`config.mk`:
```
export PLATFORM = sky130hd
export DESIGN_NAME = ctr_record_buffer
export DESIGN_NICKNAME = d
export VERILOG_FILES = /design/src/rtl/ctr_record_buffer.sv
export SDC_FILE = /design/constraint.sdc
export NUM_CORES = 2
export LEC_CHECK = 0
export CAP_MARGIN = 40
export CORE_AREA = 3 3 328 330
export CTS_BUF_LIST = sky130_fd_sc_hd__clkbuf_8
export CTS_CLUSTER_DIAMETER = 100
export DETAILED_ROUTE_END_ITERATION = 6
export DIE_AREA = 0 0 331 333
export GPL_ROUTABILITY_DRIVEN = 1
export PLACE_DENSITY = 0.74
export SETUP_SLACK_MARGIN = 0.3
export SLEW_MARGIN = 30
export SYNTH_ARGS = -nofsm -noshare
export SYNTH_HDL_FRONTEND = slang
export SYNTH_SLANG_ARGS = --single-unit
```
`constraint.sdc`:
```
create_clock -name clk_i -period 8.6 [get_ports clk_i]
set_input_delay 1.29 -clock clk_i [delete_from_list [all_inputs] [get_ports clk_i]]
set_output_delay 1.29 -clock clk_i [all_outputs]
set_load 0.005 [all_outputs]
```
`src/rtl/ctr_record_buffer.sv`:
```
// Circular buffer of Control Transfer Records. Up to NrCommitPorts records are
// appended per cycle in commit-port order; logical read index 0 is the newest.
// Holds the write pointer, the sticky freeze bit and the clear operation.

package ctr_record_buffer_pkg;
    // Encoded transfer kind (call, return, branch, ...), opaque to the buffer.
    typedef logic [3:0] ctr_type_t;
endpackage

module ctr_record_buffer
    import ctr_record_buffer_pkg::*;
#(
    parameter int unsigned NrCommitPorts = 2,
    parameter int unsigned XLEN          = 32,
    parameter int unsigned Depth         = 16,
    localparam int unsigned IdxW         = $clog2(Depth)
) (
    input  logic                     clk_i,
    input  logic                     rstn_i,
    input  logic [NrCommitPorts-1:0] rec_valid_i,
    input  logic [XLEN-1:0]          rec_source_i [NrCommitPorts],
    input  logic [XLEN-1:0]          rec_target_i [NrCommitPorts],
    input  ctr_type_t                rec_type_i   [NrCommitPorts],
    input  logic                     enable_i,
    input  logic                     freeze_i,
    input  logic                     clear_i,
    input  logic                     status_we_i,
    input  logic [IdxW-1:0]          status_wrptr_i,
    input  logic                     status_frozen_i,
    input  logic                     rd_req_i,
    input  logic [IdxW-1:0]          rd_idx_i,
    output logic [IdxW-1:0]          wrptr_o,
    output logic                     frozen_o,
    output logic                     rd_valid_o,
    output logic                     rd_entry_valid_o,
    output logic [XLEN-1:0]          rd_source_o,
    output logic [XLEN-1:0]          rd_target_o,
    output ctr_type_t                rd_type_o
);

    // Architectural state
    logic [IdxW-1:0]  wrptr_q, wrptr_d;
    logic             frozen_q, frozen_d;
    logic [Depth-1:0] valid_q, valid_d;

    // Payload storage
    logic [XLEN-1:0]  src_mem  [Depth];
    logic [XLEN-1:0]  tgt_mem  [Depth];
    ctr_type_t        type_mem [Depth];

    // Per-port write slot and enable
    logic [IdxW-1:0]          slot [NrCommitPorts];
    logic [NrCommitPorts-1:0] port_we;
    logic [IdxW-1:0]          push_cnt;
    logic                     push_en;

    // Read pipeline registers
    logic             rd_valid_q;
    logic             rd_entry_valid_q;
    logic [XLEN-1:0]  rd_source_q;
    logic [XLEN-1:0]  rd_target_q;
    ctr_type_t        rd_type_q;
    logic [IdxW-1:0]  rd_slot;

    // Pushes only land when recording is live and no CSR-level operation wins.
    assign push_en = enable_i && !frozen_q && !clear_i && !status_we_i;

    // Compact valid ports onto consecutive slots starting at the write pointer.
    always_comb begin
        // NOTE: every signal written here gets a default first, so no path leaves it unassigned and no latch is inferred.
        push_cnt = '0;
        port_we  = '0;
        for (int p = 0; p < NrCommitPorts; p++) begin
            slot[p]    = wrptr_q + push_cnt;
            port_we[p] = push_en && rec_valid_i[p];
            push_cnt   = push_cnt + IdxW'(rec_valid_i[p]);
        end
    end

    // Next-state for pointer, freeze bit and valid bits; clear > status write > push.
    always_comb begin
        wrptr_d  = wrptr_q;
        frozen_d = frozen_q;
        valid_d  = valid_q;
        if (clear_i) begin
            wrptr_d = '0;
            valid_d = '0;
        end else if (status_we_i) begin
            wrptr_d = status_wrptr_i;
        end else if (push_en) begin
            wrptr_d = wrptr_q + push_cnt;
            for (int p = 0; p < NrCommitPorts; p++) begin
                if (port_we[p]) valid_d[slot[p]] = 1'b1;
            end
        end
        // A CSR status write overrides a same-cycle freeze request.
        if (status_we_i) begin
            frozen_d = status_frozen_i;
        end else if (freeze_i) begin
            frozen_d = 1'b1;
        end
    end

    // Control state register.
    always_ff @(posedge clk_i or negedge rstn_i) begin
        // NOTE: sequential state uses non-blocking assignments so every register samples pre-edge values.
        if (!rstn_i) begin
            wrptr_q  <= '0;
            frozen_q <= 1'b0;
            valid_q  <= '0;
        end else begin
            wrptr_q  <= wrptr_d;
            frozen_q <= frozen_d;
            valid_q  <= valid_d;
        end
    end

    // Payload write; slots of one cycle are distinct since Depth >= NrCommitPorts.
    always_ff @(posedge clk_i) begin
        // NOTE: the payload RAM has no reset; the valid bits alone decide whether an entry is meaningful.
        for (int p = 0; p < NrCommitPorts; p++) begin
            if (port_we[p]) begin
                src_mem[slot[p]]  <= rec_source_i[p];
                tgt_mem[slot[p]]  <= rec_target_i[p];
                type_mem[slot[p]] <= rec_type_i[p];
            end
        end
    end

    // Logical index 0 is the slot just behind the write pointer.
    assign rd_slot = IdxW'(wrptr_q - IdxW'(1) - rd_idx_i);

    // One-cycle read; data holds between requests and is zero for empty slots.
    always_ff @(posedge clk_i or negedge rstn_i) begin
        if (!rstn_i) begin
            rd_valid_q       <= 1'b0;
            rd_entry_valid_q <= 1'b0;
            rd_source_q      <= '0;
            rd_target_q      <= '0;
            rd_type_q        <= '0;
        end else begin
            rd_valid_q <= rd_req_i;
            if (rd_req_i) begin
                rd_entry_valid_q <= valid_q[rd_slot];
                rd_source_q      <= valid_q[rd_slot] ? src_mem[rd_slot]  : '0;
                rd_target_q      <= valid_q[rd_slot] ? tgt_mem[rd_slot]  : '0;
                rd_type_q        <= valid_q[rd_slot] ? type_mem[rd_slot] : '0;
            end
        end
    end

    assign wrptr_o          = wrptr_q;
    assign frozen_o         = frozen_q;
    assign rd_valid_o       = rd_valid_q;
    assign rd_entry_valid_o = rd_entry_valid_q;
    assign rd_source_o      = rd_source_q;
    assign rd_target_o      = rd_target_q;
    assign rd_type_o        = rd_type_q;

endmodule
```
Yosys cells after proc, flatten, opt, wreduce, memory -nomap -nowiden

Memory sizes are Yosys's and may differ from the RTL's.
Index checks and enable logic that the tools add are counted.

Memories: 3
Flip-flop bits (word level): 91
Output and inout bits: 75
Memory bits (writable): 1,088
Logic and storage cells: 64
Bits of input ports: 154
Bits in latches: 0
Bits in read-only memories: 0

Shifts and indexed selects: 0
Muxes and demuxes: 26
Bitwise logic cells: 2
Eq/ne operators: 1
Reduce and logical (&&, ||, !) cells: 14
Add/subtract/negate cells: 5
Div/mod/pow operators: 0
$lt $le $gt $ge: 5
Multiply operators: 0

Memories:

| memory   | words | width | rd ports | clocked after memory_dff | write ports | line | RTL |
|---|---|---|---|---|---|---|---|
| src_mem  | 16    | 32    | 1        | 0                        | 2           | 47   | `logic [XLEN-1:0] src_mem [Depth];` |
| tgt_mem  | 16    | 32    | 1        | 0                        | 2           | 48   | `logic [XLEN-1:0] tgt_mem [Depth];` |
| type_mem | 16    | 4     | 1        | 0                        | 2           | 49   | `ctr_type_t type_mem [Depth];` |

Operator list:

| cell                                                                  | number |
|---|---|
| 16-bit two-way mux                                                    | 8 |
| 32-bit two-way mux                                                    | 2 |
| 16-bit OR                                                             | 2 |
| 4-bit two-way mux                                                     | 4 |
| 4-bit by 5-bit < comparator with 1-bit output, second input constant  | 3 |
| 1-bit two-way mux                                                     | 9 |
| 1-bit demux with 4-bit select                                         | 2 |
| 4-bit by 1-bit >= comparator with 1-bit output, second input constant | 2 |
| 1-bit logical AND                                                     | 7 |
| 4-bit by 1-bit adder with 4-bit output                                | 1 |
| 4-bit by 2-bit adder with 4-bit output                                | 1 |
| 1-bit binary-select mux with 4-bit select                             | 1 |
| 2-bit nonzero test                                                    | 2 |
| 4-bit by 1-bit subtractor with 4-bit output, second input constant    | 1 |
| 4-bit subtractor                                                      | 1 |
| 1-bit zero test                                                       | 3 |
| 3-bit nonzero test                                                    | 1 |
| 1-bit by 1-bit adder with 2-bit output                                | 1 |
| 2-bit != test, second input constant                                  | 1 |
| 2-bit AND reduction                                                   | 1 |

Longest topological paths before layout

Word-level depth: 14
Depth in mapped cells: 12
Gate-level depth less buffers: 9

Worst setup path after synthesis

OpenSTA, ideal clock, no wires.

Kind: input-to-reg
Start: input port clear_i
End: memory src_mem[5][0], enable pin
Cell stages on the path: 4
Setup time: 601 ps
Setup slack: 822 ps
Data arrival time: 7,177 ps
Cell sequence: nor4b_4 and2_1 nand3b_1 o32ai_1

RTL lines:

| element     | line | RTL |
|---|---|---|
| from (decl) | 26   | `input logic clear_i,` |
| to (decl)   | 47   |  |

Final worst setup path

Start: register wrptr_q[0], in the netlist wrptr_o[0]
End: register rd_target_q[22], in the netlist rd_target_o[22]

Longest elaborated chain between the ends: 5
Elaborated cells on any way between the ends: 6

RTL lines:

| element                                         | line | RTL |
|---|---|---|
| from (decl)                                     | 42   | `logic [IdxW-1:0] wrptr_q, wrptr_d;` |
| from (signal assigned)                          | 112  | `wrptr_q <= wrptr_d;` |
| 4-bit by 1-bit subtractor with 4-bit output (*) | 131  | `assign rd_slot = IdxW'(wrptr_q - IdxW'(1) - rd_idx_i);` |
| 4-bit subtractor (*)                            | 131  |  |
| 1-bit binary-select mux with 4-bit select       | 146  | `rd_target_q <= valid_q[rd_slot] ? tgt_mem[rd_slot] : '0;` |
| 1-bit two-way mux (not written as such)         | 146  |  |
| 32-bit two-way mux (*)                          | 146  |  |
| to (signal assigned)                            | 146  |  |
| to (decl)                                       | 61   | `logic [XLEN-1:0] rd_target_q;` |

Every way passes the cells marked *; elsewhere a longest branch is shown, timed or not. The select of a mux whose other input is x is not followed.
A chain may end at the register's enable or synchronous reset.

==> flow_summary.ini <==
[min_path]
hold_path.class = in2async

[synth]
yosys_warnings = 0
synth_compound_area_frac = 0.0168
synth.avg_cell_area_um2 = 17.4
syn_area_um2 = 58600
async_reset_ff_frac = 0.0772
synth-edff-count = 1088
synth-seq-cells = 1179
synth.distinct_cells = 45
synth_top_family_by_area = multiplexers
synthAdderAreaFrac = 0.00196
synth_xor_area_frac = 0.000896
yosys_most_used_dff = edfxtp_1
synth_nets = 3530
ys_seq_area_frac = 0.596
synth_area_leaders = edfxtp_1 56%, mux2_2 20%, mux4_2 11%, dfrtp_1 3.9%, mux2i_1 2.4%
syn_inst = 3368
synth_top_area_share = 0.557
synth-simple-area-share = 0.0132
yosys.area.top_type = edfxtp_1
synth.mux.area_fraction = 0.344

[critical_path]
required_ns = 9.33
cp.arrival_ns = 5.73
startpoint_type = flop
path_cells = ha_4, inv_1, fa_4, buf_12, buf_12, mux4_2, mux2i_1, nor2_1, mux2_4, buf_4, a32o_1
cp.depth = 11
r2r_start = wrptr_o[0]$_DFFE_PN0P_
crit_path_max_incr_delay_ns = 0.93
critPathTopFamily = multiplexers
r2r_slack_ns = 3.60
path_max_fanout = 42
crit_path_start = wrptr_o[0]$_DFFE_PN0P_
end_kind = flop
r2r_cells = 11
critPathSlowestCell = fa_4
cp_num_buf_inv = 4
crit_top_cell = buf_12
crit_type = reg2reg

[timing]
relSlewSlack = 0.335
fmax_mhz = 200
tightest_slew_ns = 0.998
rsz0062_at_grt = false
finalHoldViolations = 0
fin_crit_ns = 5.00
finClkSkew_ns = 0.0409
finalSetupTns_ns = 0
finalCritPeriodShare = 0.582
setup_viol = 0
drv_slew = 0

[layout]
layout_common_cells = 1,088 x edfxtp_1, 1,022 x mux2_2, 276 x mux4_2
mostFrequentLayoutCell = edfxtp_1
layout-drive-gt1-share = 0.476
syn2layout_area_growth_pct = 14.1
n_fill_cell = 7454
fin_nets = 3711
final_cell_area_um2 = 66900

[die]
ioPinCount = 229
dieArea_um2 = 110000
start_util = 0.558
core_um2 = 105000
rows = 119
die-height_um = 333
die_w_um = 331

[power]
irDropWorstVdd_mv = 0.141
leakage_nw = 22.7
powerDensity_nw_per_um2 = 190

[placed_design]
gp_congestion = 0.783
place.detailed.hpwl_um = 91000
place_area_um2 = 63000
io_buffer_count = 228

[route]
firstDrtPassIters = 7
vias_per_cell = 6.65
finalWirelength_um = 165000
antenna_left = 0
drt_first_iter_violations = 4164
wl_per_cell_um = 32.1
drc = 0
vias = 34100

[clocking]
cts_tree = built
htreeDepth = 4
numCtsBuffers = 195
clock-root-buffer = clkbuf_8
cts_resized = 0
holdBufCountCts = 0
clk_pin_slew_worst_paths_ns = 0.06
clock_latency_ns = 0.88
cts_sinks = 1179
post_cts_buffers = 0
cts.path.max_buffers = 3

[run_status]
outcome = complete, no violations

[global_route]
grt_pass1_wl_um = 241000
antenna_found_initial = 22
grt_max_degree = 142
grt_pass1_vias = 36000
grt_overflow = 0
grtUsageTotal = 0.300

[run]
cap_viol_max_count = 0
==> layer usage <==
| metal | global-route usage | part of all wire | up-vias |
|---|---|---|---|
| met5 | 0 | 0.00030 | - |
| met4 | 0.106 | 0.029 | 8 |
| met3 | 0.0674 | 0.098 | 339 |
| met2 | 0.480 | 0.49 | 1945 |
| met1 | 0.408 | 0.38 | 17900 |
| li1 | - | - | 13900 |
==> sequential cells by signal, indices dropped and copies added (netlist names) <==
signal,count
frozen_o,1
rd_entry_valid_o,1
rd_source_o,32
rd_target_o,32
rd_type_o,4
rd_valid_o,1
src_mem,512
tgt_mem,512
type_mem,64
valid_q,16
wrptr_o,4
==> Yosys cell counts, types with 7 or more instances <==
cell,number
edfxtp_1,1088
buf_2,118
mux2i_1,139
mux4_2,276
a32o_1,68
buf_1,98
a21o_1,17
dfrtp_1,91
mux2_2,1023
mux2_4,68
o22ai_1,12
clkbuf_1,129
nand2_1,143
inv_1,11
buf_6,7
nor2_1,22
==> area by class of cell <==
class,count,area (µm²),share of cell area
Antenna cell,19,47.5,0.000711
Clock buffer,221,3040,0.0455
Clock inverter,145,742,0.0111
Inverter,13,53.8,0.000804
Multi-Input combinational cell,1818,22500,0.336
Sequential cell,1179,34900,0.522
Tap cell,1391,1740,0.0260
Timing Repair Buffer,342,3820,0.0571
==> power breakdown <==
part           switching (mW)  internal (mW)
sequential             0.0153           6.29
combinational           0.854          0.794
clock                    2.27           2.49
total                    3.14           9.57
==> through the flow <==
stage / power [mW] / hold WS (ns) / cells / setup WS (ns) / util
CTS: 12.8 / 0.308 / 5108 / 3.66 / 0.636
global route: 13.2 / 0.320 / 5120 / 3.59 / 0.636
floorplan: 7.54 / 0.448 / 3368 / 0.822 / -
detailed placement: 8.06 / 0.469 / 4742 / 2.83 / 0.600
global placement: 7.98 / 0.457 / 4704 / 2.64 / 0.592
finish: 12.7 / 0.369 / 5128 / 3.60 / 0.636
==> cells by family after synthesis <==
kind of cell,Yosys count
fa+ha+maj,8
buf+inv,371
xor+xnor,6
simple gates,187
compound gates,111
flops,1179
mux,1506
==> final timing paths <==
path,end
max,rd_target_o[22]$_DFFE_PN0P_
min,rd_valid_o$_DFF_PN0_
max reg2reg,rd_target_o[22]$_DFFE_PN0P_
min reg2reg,valid_q[1]$_DFFE_PN0P_
max in group asynchronous,rd_source_o[24]$_DFFE_PN0P_
min in group clk_i,valid_q[1]$_DFFE_PN0P_
Power figures use the tool's default switching activity.
